**config.mk**
```make
export PLATFORM = sky130hd
export DESIGN_NAME = ps2_led_top
export DESIGN_NICKNAME = d
export VERILOG_FILES = /design/src/rtl/ps2_led_top_pkg.sv /design/src/rtl/ps2_led_top_rx.sv /design/src/rtl/ps2_led_top.sv
export SDC_FILE = /design/constraint.sdc
export NUM_CORES = 1
export LEC_CHECK = 0
export CORE_MARGIN = 1
export CORE_UTILIZATION = 45
export DETAILED_ROUTE_END_ITERATION = 10
export PLACE_DENSITY = 0.75
export SLEW_MARGIN = 20
export SYNTH_ARGS = -nofsm -noshare
export SYNTH_HDL_FRONTEND = slang
export SYNTH_SLANG_ARGS = --single-unit
```
**constraint.sdc**
```tcl
create_clock -name clk -period 1.87 [get_ports clk]
set_input_delay 0.4675 -clock clk [delete_from_list [all_inputs] [get_ports clk]]
set_output_delay 0.4675 -clock clk [all_outputs]
set_load 0.05 [all_outputs]
```
**src/rtl/ps2_led_top_pkg.sv**
```systemverilog
// Shared PS/2 constants: scan codes, frame layout and receiver state encoding.
package ps2_led_top_pkg;

  localparam logic [7:0] SCAN_KEY_UP = 8'hF0;
  localparam logic [7:0] SCAN_A      = 8'h1C;

  localparam int FRAME_BITS = 11;
  localparam int DATA_BITS  = 8;
  localparam int BIT_START  = 0;
  localparam int BIT_PARITY = 9;
  localparam int BIT_STOP   = 10;

  typedef enum logic [1:0] {
    RX_IDLE,
    RX_DATA,
    RX_PARITY,
    RX_STOP
  } rxState_t;

  // Odd parity holds when data plus parity bit carry an odd number of ones.
  function automatic logic oddParityOk(input logic [7:0] data, input logic parity);
    return ^{data, parity};
  endfunction

endpackage

```
**src/rtl/ps2_led_top_rx.sv**
```systemverilog
// PS/2 device-to-host receiver: pin synchronisers, ps2_clk glitch filter,
// falling-edge strobe, frame FSM and mid-frame timeout.
module ps2_led_top_rx
  import ps2_led_top_pkg::*;
#(
  parameter int FILTER_LEN     = 8,
  parameter int TIMEOUT_CYCLES = 4096
) (
  input  logic       clk,
  input  logic       i_rstN,
  input  logic       i_ps2Clk,
  input  logic       i_ps2Data,
  output logic [7:0] o_data,
  output logic       o_valid,
  output logic       o_parityErr
);

  localparam int FILT_W = $clog2(FILTER_LEN + 1);
  localparam int TO_W   = $clog2(TIMEOUT_CYCLES + 1);

  logic [1:0]        r_clkSync;
  logic [1:0]        r_dataSync;
  logic              r_clkFilt;
  logic              r_clkFiltPrev;
  logic [FILT_W-1:0] r_filtCnt;
  rxState_t          r_state;
  rxState_t          w_stateNext;
  logic [3:0]        r_bitCount;
  logic [7:0]        r_shift;
  logic              r_parity;
  logic [TO_W-1:0]   r_toCnt;
  logic              r_valid;
  logic              r_parityErr;
  logic              w_strobe;
  logic              w_bit;
  logic              w_timeout;
  logic              w_frameDone;

  assign w_strobe    = r_clkFiltPrev & ~r_clkFilt;
  assign w_bit       = r_dataSync[1];
  assign o_data      = r_shift;
  assign o_valid     = r_valid;
  assign o_parityErr = r_parityErr;

  always_ff @(posedge clk or negedge i_rstN) begin
    if (!i_rstN) begin
      r_clkSync  <= 2'b11;
      r_dataSync <= 2'b11;
    end else begin
      r_clkSync  <= {r_clkSync[0], i_ps2Clk};
      r_dataSync <= {r_dataSync[0], i_ps2Data};
    end
  end

  // The filtered clock flips only once FILTER_LEN disagreeing samples arrive in a row.
  always_ff @(posedge clk or negedge i_rstN) begin
    if (!i_rstN) begin
      r_clkFilt     <= 1'b1;
      r_clkFiltPrev <= 1'b1;
      r_filtCnt     <= '0;
    end else begin
      r_clkFiltPrev <= r_clkFilt;
      if (r_clkSync[1] == r_clkFilt) begin
        r_filtCnt <= '0;
      end else if (r_filtCnt == FILT_W'(FILTER_LEN - 1)) begin
        r_clkFilt <= r_clkSync[1];
        r_filtCnt <= '0;
      end else begin
        r_filtCnt <= r_filtCnt + 1'b1;
      end
    end
  end

  always_comb begin
    w_stateNext = r_state;
    w_frameDone = 1'b0;
    w_timeout   = (r_state != RX_IDLE) && r_clkFilt &&
                  (r_toCnt == TO_W'(TIMEOUT_CYCLES - 1));
    if (w_timeout) begin
      w_stateNext = RX_IDLE;
    end else if (w_strobe) begin
      case (r_state)
        RX_IDLE:   if (!w_bit) w_stateNext = RX_DATA;
        RX_DATA:   if (r_bitCount == 4'(DATA_BITS)) w_stateNext = RX_PARITY;
        RX_PARITY: w_stateNext = RX_STOP;
        default: begin
          w_stateNext = RX_IDLE;
          w_frameDone = 1'b1;
        end
      endcase
    end
  end

  // A spurious high bit seen in IDLE leaves the shift register untouched.
  always_ff @(posedge clk or negedge i_rstN) begin
    if (!i_rstN) begin
      r_state     <= RX_IDLE;
      r_bitCount  <= '0;
      r_shift     <= '0;
      r_parity    <= 1'b0;
      r_toCnt     <= '0;
      r_valid     <= 1'b0;
      r_parityErr <= 1'b0;
    end else begin
      r_state     <= w_stateNext;
      r_valid     <= w_frameDone & w_bit;
      r_parityErr <= w_frameDone & ~oddParityOk(r_shift, r_parity);
      if (w_stateNext == RX_IDLE || w_strobe) begin
        r_toCnt <= '0;
      end else if (r_clkFilt) begin
        r_toCnt <= r_toCnt + 1'b1;
      end
      if (w_timeout) begin
        r_shift <= '0;
      end else if (w_strobe) begin
        case (r_state)
          RX_IDLE: begin
            if (!w_bit) begin
              r_shift    <= '0;
              r_bitCount <= 4'd1;
            end
          end
          RX_DATA: begin
            r_shift    <= {w_bit, r_shift[7:1]};
            r_bitCount <= r_bitCount + 4'd1;
          end
          RX_PARITY: r_parity <= w_bit;
          default: begin
          end
        endcase
      end
    end
  end

endmodule

```
**src/rtl/ps2_led_top.sv**
```systemverilog
// PS/2 keyboard demo top: receives frames from the pins and shows the last
// accepted data byte on eight LEDs.
module ps2_led_top
  import ps2_led_top_pkg::*;
#(
  parameter int FILTER_LEN     = 8,
  parameter int TIMEOUT_CYCLES = 4096,
  parameter int PARITY_CHECK   = 0
) (
  input  logic       clk,
  input  logic       rst,
  input  logic       ps2_clk,
  input  logic       ps2_data,
  output logic [7:0] leds
);

  logic [1:0] r_rstSync;
  logic       w_rstN;
  logic [7:0] w_rxData;
  logic       w_rxValid;
  logic       w_parityErr;
  logic       w_accept;
  logic [7:0] r_leds;

  // Reset asserts immediately but releases two clocks after rst rises.
  always_ff @(posedge clk or negedge rst) begin
    if (!rst) begin
      r_rstSync <= 2'b00;
    end else begin
      r_rstSync <= {r_rstSync[0], 1'b1};
    end
  end

  assign w_rstN = r_rstSync[1];

  ps2_led_top_rx #(
    .FILTER_LEN     (FILTER_LEN),
    .TIMEOUT_CYCLES (TIMEOUT_CYCLES)
  ) u_rx (
    .clk         (clk),
    .i_rstN      (w_rstN),
    .i_ps2Clk    (ps2_clk),
    .i_ps2Data   (ps2_data),
    .o_data      (w_rxData),
    .o_valid     (w_rxValid),
    .o_parityErr (w_parityErr)
  );

  assign w_accept = w_rxValid & ~((PARITY_CHECK != 0) & w_parityErr);
  assign leds     = r_leds;

  always_ff @(posedge clk or negedge w_rstN) begin
    if (!w_rstN) begin
      r_leds <= 8'h00;
    end else if (w_accept) begin
      r_leds <= w_rxData;
    end
  end

endmodule

```
* Word-level counts from Yosys, hierarchy flattened
Index checks and enable logic that the tools add are counted.
W data, S select, Z words.
** Word-level totals
- Flip-flop bits (word level) :: 48
- Input bits :: 4
- Output and inout port bits :: 8
- Word-level logic and storage cells :: 60
** Operators by class
- Add/sub/neg operators :: 3
- Eq/ne operators :: 8
- Mux-type cells :: 18
- Bitwise gates (word level) :: 5
- Reduce and logical (&&, ||, !) cells :: 14
** Operator list (number)
- $mux W13 :: 2
- $mux W8 :: 3
- $pmux W8 S2 :: 1
- $add A13 B1 Y13 const B :: 1
- $eq A13 B12 Y1 const B :: 1
- $mux W4 :: 3
- $add A4 B1 Y4 const B :: 2
- $mux W2 :: 4
- $pmux W4 S2 :: 1
- $reduce_bool A2 Y1 :: 4
- $pmux W2 S3 :: 1
- $eq A4 B3 Y1 const B :: 1
- $eq A4 B4 Y1 const B :: 1
- $logic_not A2 Y1 :: 2
- $reduce_and A4 Y1 :: 1
- $mux W1 :: 3
- $ne A3 B3 Y1 const B :: 1
- $not A1 Y1 :: 3
- $reduce_and A3 Y1 :: 1
- $reduce_bool A3 Y1 :: 1
- $reduce_or A3 Y1 :: 1
- $and A1 B1 Y1 :: 2
- $eq A2 B1 Y1 const B :: 1
- $eq A2 B2 Y1 const B :: 1
- 5 further kinds :: 6

* Logic depth before layout (Yosys ltp)
Gate-level depths: netlist (run 1).
- Depth in word-level cells :: 8
- Depth in mapped cells :: 6
- Mapped depth without buffers :: 6

* By module
From an unflattened synthesis (run 1), not the netlist that was laid out.
** Unflattened totals
- Cells, all modules :: 182
- Area total of the unflattened synthesis :: 2203.4 um2
** Modules (own cells, without submodules)
- ps2_led_top_rx :: times used 1, cells each 162, area each 1818.0 um2, sequential area each 1008.5 um2
- ps2_led_top :: times used 1, cells each 20, area each 385.4 um2, sequential area each 250.2 um2

* Worst setup path after synthesis (run 1)
No wires, ideal clock.
- Path kind :: reg2reg
- From :: register u_rx.r_clkFilt
- To :: register u_rx.r_toCnt[11]
- Library setup time :: 0.126 ns
- Arrival time :: 1.515 ns
- Required time :: 1.744 ns
- Slack :: 0.229 ns
- Stages on the path, launching flop included :: 6
- Path buffers :: 1
- Clock period less this slack :: 1.641 ns
- Cell sequence :: dfstp_2 > buf_4 > nand4_4 > or3_4 > o21ai_4 > nor2_1
** On the way
- Longest elaborated chain between the ends :: 7
- Elaborated cells on any way between the ends :: 10
- Those cells by class :: mux (3); bitwise (2); reduce/logical (5)
** RTL lines
- start: declaration :: line ps2_led_top_rx.sv:23 : logic r_clkFilt;
- start signal: assignment :: line ps2_led_top_rx.sv:66 : r_clkFilt <= r_clkSync[1];
- $not A1 Y1 :: line ps2_led_top_rx.sv:39 : assign w_strobe = r_clkFiltPrev & ~r_clkFilt;
- $and A1 B1 Y1 :: line ps2_led_top_rx.sv:39
- $mux W2 :: line ps2_led_top_rx.sv:81 : end else if (w_strobe) begin
- $mux W2 :: line ps2_led_top_rx.sv:79 : if (w_timeout) begin
- $logic_not A2 Y1 :: line ps2_led_top_rx.sv:108 : if (w_stateNext == RX_IDLE || w_strobe) begin
- $logic_or A1 B1 Y1 :: line ps2_led_top_rx.sv:108
- $mux W13 / $reduce_bool A2 Y1 (equally long branches)
- end signal: assignment :: line ps2_led_top_rx.sv:111 : r_toCnt <= r_toCnt + 1'b1;
- end: declaration :: line ps2_led_top_rx.sv:31 : logic [TO_W-1:0] r_toCnt;
Several ways; a longest one is shown, not always the timed one.
A chain may end at the register's enable or synchronous reset.

* Worst setup path after layout (run 1)
- From :: register u_rx.r_toCnt[0]
- To :: register u_rx.r_toCnt[2]
** On the way
- Longest elaborated chain between the ends :: 6
- Elaborated cells on any way between the ends :: 9
- Those cells by class :: add/sub (1); eq/ne (1); mux (3); reduce/logical (4)
** RTL lines
- branches (longest 6 deep; another with $add A13 B1 Y13)
Parallel ways; which one is timed is not known. The select of a mux whose other input is x is not followed.

==> flow_summary.toml, run 1 <==
[setup_path]
cpMaxStageDelayCell = "or3_4"
crit-reg2reg-launch = "u_rx.r_toCnt[0]"
critical_path_class = "flip-flop to flip-flop"
max_stage_delay_ps = 450
crit_required_ps = 2040
cp-end-kind = "flip-flop"
r2r_cells = 5
path_cells = "ha_1 > nand4_4 > or3_4 > o21ai_4 > nor2_1"
crit_path_start_kind = "flip-flop"
r2r_end = "u_rx.r_toCnt[2]"
arrival_ps = 1900
worstPathMaxFanout = 9
cp_top_family = "simple AND/OR/NAND/NOR gates"
rrSetupSlack_ps = 140
cp.buffers_inverters = 0

[logic_synthesis]
synth_xor_area_frac = 0.05144
ys.flop_type = "dfrtp_1"
synth_top_area_cell = "dfrtp_1"
yosys_register_bits = 48
synth_top_area_share = 0.5144
synth-simple-area-share = 0.1764
netlist_area_sq_um = 2043
synth_edf_count = 0
ys_seq_area_frac = 0.5915
synth_area_leaders = "dfrtp_1, dfstp_2, mux2_2, nor2_1, a22o_1"
yosysWarnings = 0
syn_area_per_cell_sq_um = 12.09
async_flop_share = 1.000
syn_inst = 169
synth_compound_area_frac = 0.07471
synth_cell_type_count = 39
synth-adder-area-share = 0.02449
synth_mux_area_frac = 0.05940
synth_fp_nets = 177
synth_top_family_by_area = "simple AND/OR/NAND/NOR gates"

[sta]
fin_tns_setup_ps = 0
setup_violations = 0
slew_violations = 0
rsz0062_at_grt = "false"
hold_viol = 0
fmax_ghz = 0.5793
clock_skew_ps = 6.301
setup_ws_ps = 143.8
period_needed_ps = 1726
fin_crit_sh = 0.9231

[grt]
overflow = 0
grt_pass1_vias = 1270
grt_max_degree = 40
antenna_found_initial = 0
grt_pass1_wl_microns = 5768
track_usage = 0.1529

[power]
p_sw_uw = 721.3
seqPwrFrac = 0.526
switching_share = 0.2897
power_density_nw_per_um2 = 1083
internal-power_uw = 1768
vdd_drop_max_uv = 600.6
clkPwrFrac = 0.286
pwr-share-comb = 0.188
p_leak_uw = 0.001057

[place]
gp_congestion = 0.7534
dp_cells = 229
dp_hpwl_microns = 2356
io_buffers = 11
dp_worst_setup_slack_ps = 161.6

[routing]
drc = 0
vias = 1295
vias_per_cell = 5.464
wl_per_cell_microns = 13.84
postRouteWirelength_microns = 3280
dr.pass1.iters = 4
first_iter_violations = 96
ant_nets = 0

[floorplanning]
io_pins = 12
start_util = 0.4693
row_count = 24
fp.dieH_microns = 69.38
core_area_sq_um = 4354
die_w_microns = 69.38
die-area_sq_um = 4814

[final_layout]
fillers = 365
antenna_cells = 0
nets = 192
syn_to_final_growth_pct = 12.55
final-seq-area_sq_um = 1210
fin_cells = 237
final_layout_size_suffix_gt1_frac = 0.2216
multi_input_area_sq_um = 793.3

[outcome]
status = "completed"

[min_path]
hold_path_class = "flip-flop to asynchronous set/reset pin"

[cts]
cts_buffers = 5
cts_tree = "built"
hold_buffers = 0
clock-sinks = 48
clk_pin_slew_ps = 80
clk_path_buf_depth = 2
postCtsSetupRepairBufs = 0
cts_root_buffer = "clkbuf_8"
cts-resized-gates = 0
clk_latency_ps = 290
h-tree-depth = 2

[flow_run]
timing.max_cap.violations = 0
stage by stage:
step           total power (uW)  hold WS (ps)  cell area (sq um)  utilization
2_1_floorplan              1683         171.9               2043            -
4_1_cts                    2521         104.0               2300       0.5282
3_5_place_dp               1800         99.00               2192       0.5034
6_report                   2490         95.55               2300       0.5282
3_3_place_gp               1770         87.25               2192       0.5034
5_1_grt                    2653         114.8               2300       0.5282
layer usage:
metal,share of wire,GRT usage
met1,0.47,0.1996
met2,0.49,0.2395
met3,0.025,0.04506
met4,0.018,0.06122
met5,0,0
cells by family (layout without fill, tap and decap cells):
kind of cell | count (synthesis) | in the layout
compound gates | 20 | 20
xor+xnor | 12 | 12
fa+ha+maj | 4 | 4
buf+inv | 10 | 26
flops | 48 | 48
mux | 11 | 11
other cells | 1 | 1
simple gates | 63 | 63
cell usage after synthesis (4+ instances only):
| cell | n |
|---|---|
| dfrtp_1 | 42 |
| nor2_1 | 20 |
| mux2_2 | 9 |
| a22o_1 | 8 |
| nand2_1 | 8 |
| xor2_1 | 7 |
| dfstp_2 | 6 |
| nor3_1 | 6 |
| a21oi_1 | 5 |
| inv_1 | 5 |
| nand3_1 | 5 |
| nand4_1 | 5 |
| xnor2_1 | 5 |
| clkbuf_1 | 4 |
| ha_1 | 4 |
cell usage in the layout, fill, tap and decap left out, types with 3 or more instances in the layout:
| master | count |
|---|---|
| clkdlybuf4s50_1 | 3 |
| dfstp_2 | 6 |
| mux2_2 | 9 |
| a22o_1 | 8 |
| nor2_1 | 20 |
| nor3_1 | 6 |
| ha_1 | 4 |
| xor2_1 | 7 |
| buf_4 | 10 |
| clkbuf_8 | 5 |
| xnor2_1 | 5 |
| a21oi_1 | 5 |
| nand4_1 | 5 |
| dfrtp_1 | 41 |
| inv_1 | 5 |
| nand2_1 | 8 |
| nand3_1 | 5 |
state kept, by name (all words and copies together), names as in the netlist:
register,count
u_rx.r_clkFiltPrev,1
u_rx.o_data,8
r_rstSync,2
u_rx.r_bitCount,4
u_rx.r_filtCnt,4
u_rx.r_clkSync,2
u_rx.r_clkFilt,1
u_rx.r_state,2
u_rx.r_toCnt,13
leds,8
u_rx.o_valid,1
u_rx.r_dataSync,2
worst register-to-register path: stages (launching register included):
cell and delay, ps:
dfrtp_1 400, ha_1 230, nand4_4 170, or3_4 450
o21ai_4 260, nor2_1 100
final cells by class:
cell class	count	share of cell area
flip-flops and latches	48	0.5261
multi-input cells	111	0.3449
repair buffers	13	0.04570
clock buffers	6	0.03156
well taps	52	0.02829
clock inverters	2	0.01523
inverters	5	0.008161
power groups by stage:
stage,clock network [uW],registers (uW),logic [uW]
5_1_grt,780,1340,537
2_1_floorplan,0,1270,409
3_5_place_dp,0,1330,471
3_3_place_gp,0,1320,454
6_report,711,1310,468
4_1_cts,735,1310,475
worst max path at each step:
stage | to | slack, ps | depth (start not counted) | from
after floorplan | u_rx.r_toCnt[11] | 230 | 5 | u_rx.r_clkFilt
after global placement | u_rx.r_state[1] | 200 | 4 | u_rx.r_clkFilt
after detailed placement | u_rx.r_toCnt[2] | 160 | 4 | u_rx.r_clkFilt
after CTS | u_rx.r_toCnt[4] | 130 | 4 | u_rx.r_clkFilt
after global routing | u_rx.r_toCnt[2] | 60 | 4 | u_rx.r_clkFilt
final | u_rx.r_toCnt[2] | 140 | 5 | u_rx.r_toCnt[0]
Power figures use the tool's default switching activity.
==> inputs of run 2 (changes only) <==
==> constraint.sdc (replaced) <==
create_clock -name clk -period 1.87 [get_ports clk]
set_input_delay 0.4675 -clock clk [delete_from_list [all_inputs] [get_ports clk]]
set_output_delay 0.4675 -clock clk [all_outputs]
set_load 0.01 [all_outputs]
==> flow_summary.toml, run 2 (same netlist as run 1, synthesis figures left out) <==
[routing]
dr.pass1.iters = 4
first_iter_violations = 65
wl_per_cell_microns = 13.32
vias = 1282
postRouteWirelength_microns = 3158
drc = 0
ant_nets = 0
vias_per_cell = 5.409

[setup_path]
worstPathMaxFanout = 6
crit-reg2reg-launch = "u_rx.r_toCnt[0]"
r2r_cells = 5
r2r_end = "u_rx.r_state[1]"
crit_required_ps = 2050
crit_start = "u_rx.r_toCnt[0]"
critical_path_class = "flip-flop to flip-flop"
arrival_ps = 1890
cp-end-kind = "flip-flop"
rrSetupSlack_ps = 150
crit_path_start_kind = "flip-flop"

[sta]
fmax_ghz = 0.5829
setup_ws_ps = 154.4
hold_viol = 0
setup_violations = 0
rsz0062_at_grt = "false"
period_needed_ps = 1716
fin_crit_sh = 0.9174
clock_skew_ps = 9.768
slew_violations = 0
fin_tns_setup_ps = 0

[final_layout]
final_layout_size_suffix_gt1_frac = 0.1784
largest_reg_flops = 13
final_area_sq_um = 2345
layout_common_cells = "dfrtp_1, nor2_1, clkdlybuf4s50_1"
nets = 192
antenna_cells = 0
syn_to_final_growth_pct = 14.76
regMostFlops = "u_rx.r_toCnt"
mostFrequentLayoutCell = "dfrtp_1"

[floorplanning]
row_count = 24
fp.dieH_microns = 69.38
start_util = 0.4693
die_w_microns = 69.38
core_area_sq_um = 4354
die-area_sq_um = 4814
io_pins = 12

[cts]
clk_latency_ps = 300
cts_buffers = 5
postCtsSetupRepairBufs = 0
hold_buffers = 0
cts-resized-gates = 0
cts_tree = "built"
clk_path_buf_depth = 2
clk_pin_slew_ps = 80
cts_root_buffer = "clkbuf_8"
h-tree-depth = 2
clock-sinks = 48

[min_path]
hold_path_class = "flip-flop to asynchronous set/reset pin"

[power]
seqPwrFrac = 0.494
p_sw_uw = 733.9
internal-power_uw = 1908
power_density_nw_per_um2 = 1127
switching_share = 0.2778
vdd_drop_max_uv = 780.4
pwr-share-comb = 0.180
p_leak_uw = 0.001050
clkPwrFrac = 0.326

[grt]
overflow = 0
grt_pass1_vias = 1212
use_met3 = 0.03488
track_usage = 0.1483
met1_usage = 0.1926
grt_pass1_wl_microns = 5485
busiest_layer = "met2"
antenna_found_initial = 0
met2_usage = 0.2298
grt_max_degree = 40

[place]
placed_cell_area_sq_um = 2212
io_buffers = 11
gp_congestion = 0.7731
dp_hpwl_microns = 2262
dp_worst_setup_slack_ps = 156.3

[flow_run]
timing.max_cap.violations = 0

[outcome]
status = "completed"
run 2: power by group through the flow:
stage / registers (uW) / clock network (uW) / logic (uW)
5_1_grt: 1330 / 915 / 536
4_1_cts: 1310 / 880 / 482
6_report: 1310 / 862 / 474
3_5_place_dp: 1330 / 0 / 478
3_3_place_gp: 1320 / 0 / 453
2_1_floorplan: 1270 / 0 / 409
run 2: layer usage:
metal,part of all wire,wire (microns),up-vias
met2,0.49,1547,26
met1,0.46,1449,634
li1,-,-,617
met5,0,0,-
met3,0.031,97,5
met4,0.020,64,0
run 2: how the worst max path moves through the flow:
| stage | end | slack, ps |
|---|---|---|
| after floorplan | u_rx.r_toCnt[11] | 230 |
| after global placement | u_rx.r_state[1] | 160 |
| after detailed placement | u_rx.r_state[1] | 160 |
| after CTS | u_rx.r_state[1] | 140 |
| after global routing | u_rx.r_toCnt[8] | 40 |
| final | u_rx.r_state[1] | 150 |
run 2: area by class of cell:
cell class              count  area (sq um)
clock inverters             2         60.06
repair buffers             13         125.1
well taps                  52         65.06
multi-input cells         111         793.3
flip-flops and latches     48          1210
inverters                   5         18.77
fillers                   365          2009
clock buffers               6         72.57
run 2: worst max-delay path: stages (launching register included):
cell	delay, ps
dfrtp_1	390
ha_1	230
nand4_4	170
or3_4	450
nor3_1	260
nor2_1	90
run 2: per-stage QoR:
step / hold WS, ps / cells / total power, uW / utilization
finish: 94.68 / 237 / 2642 / 0.5385
global route: 114.3 / 237 / 2778 / 0.5385
CTS: 99.59 / 237 / 2667 / 0.5385
detailed placement: 93.74 / 229 / 1804 / 0.5080
global placement: 88.31 / 229 / 1769 / 0.5080
floorplan: 171.9 / 169 / 1683 / -
==> inputs of run 3 (changes only) <==
--- a/config.mk
+++ b/config.mk
@@ -5,6 +5,7 @@
 export SDC_FILE = /design/constraint.sdc
 export NUM_CORES = 1
 export LEC_CHECK = 0
+export ABC_AREA = 0
 export CORE_MARGIN = 1
 export CORE_UTILIZATION = 45
 export DETAILED_ROUTE_END_ITERATION = 10
==> results of run 3 <==
No change in the layout: final DEF, timing and power equal those of run 2.
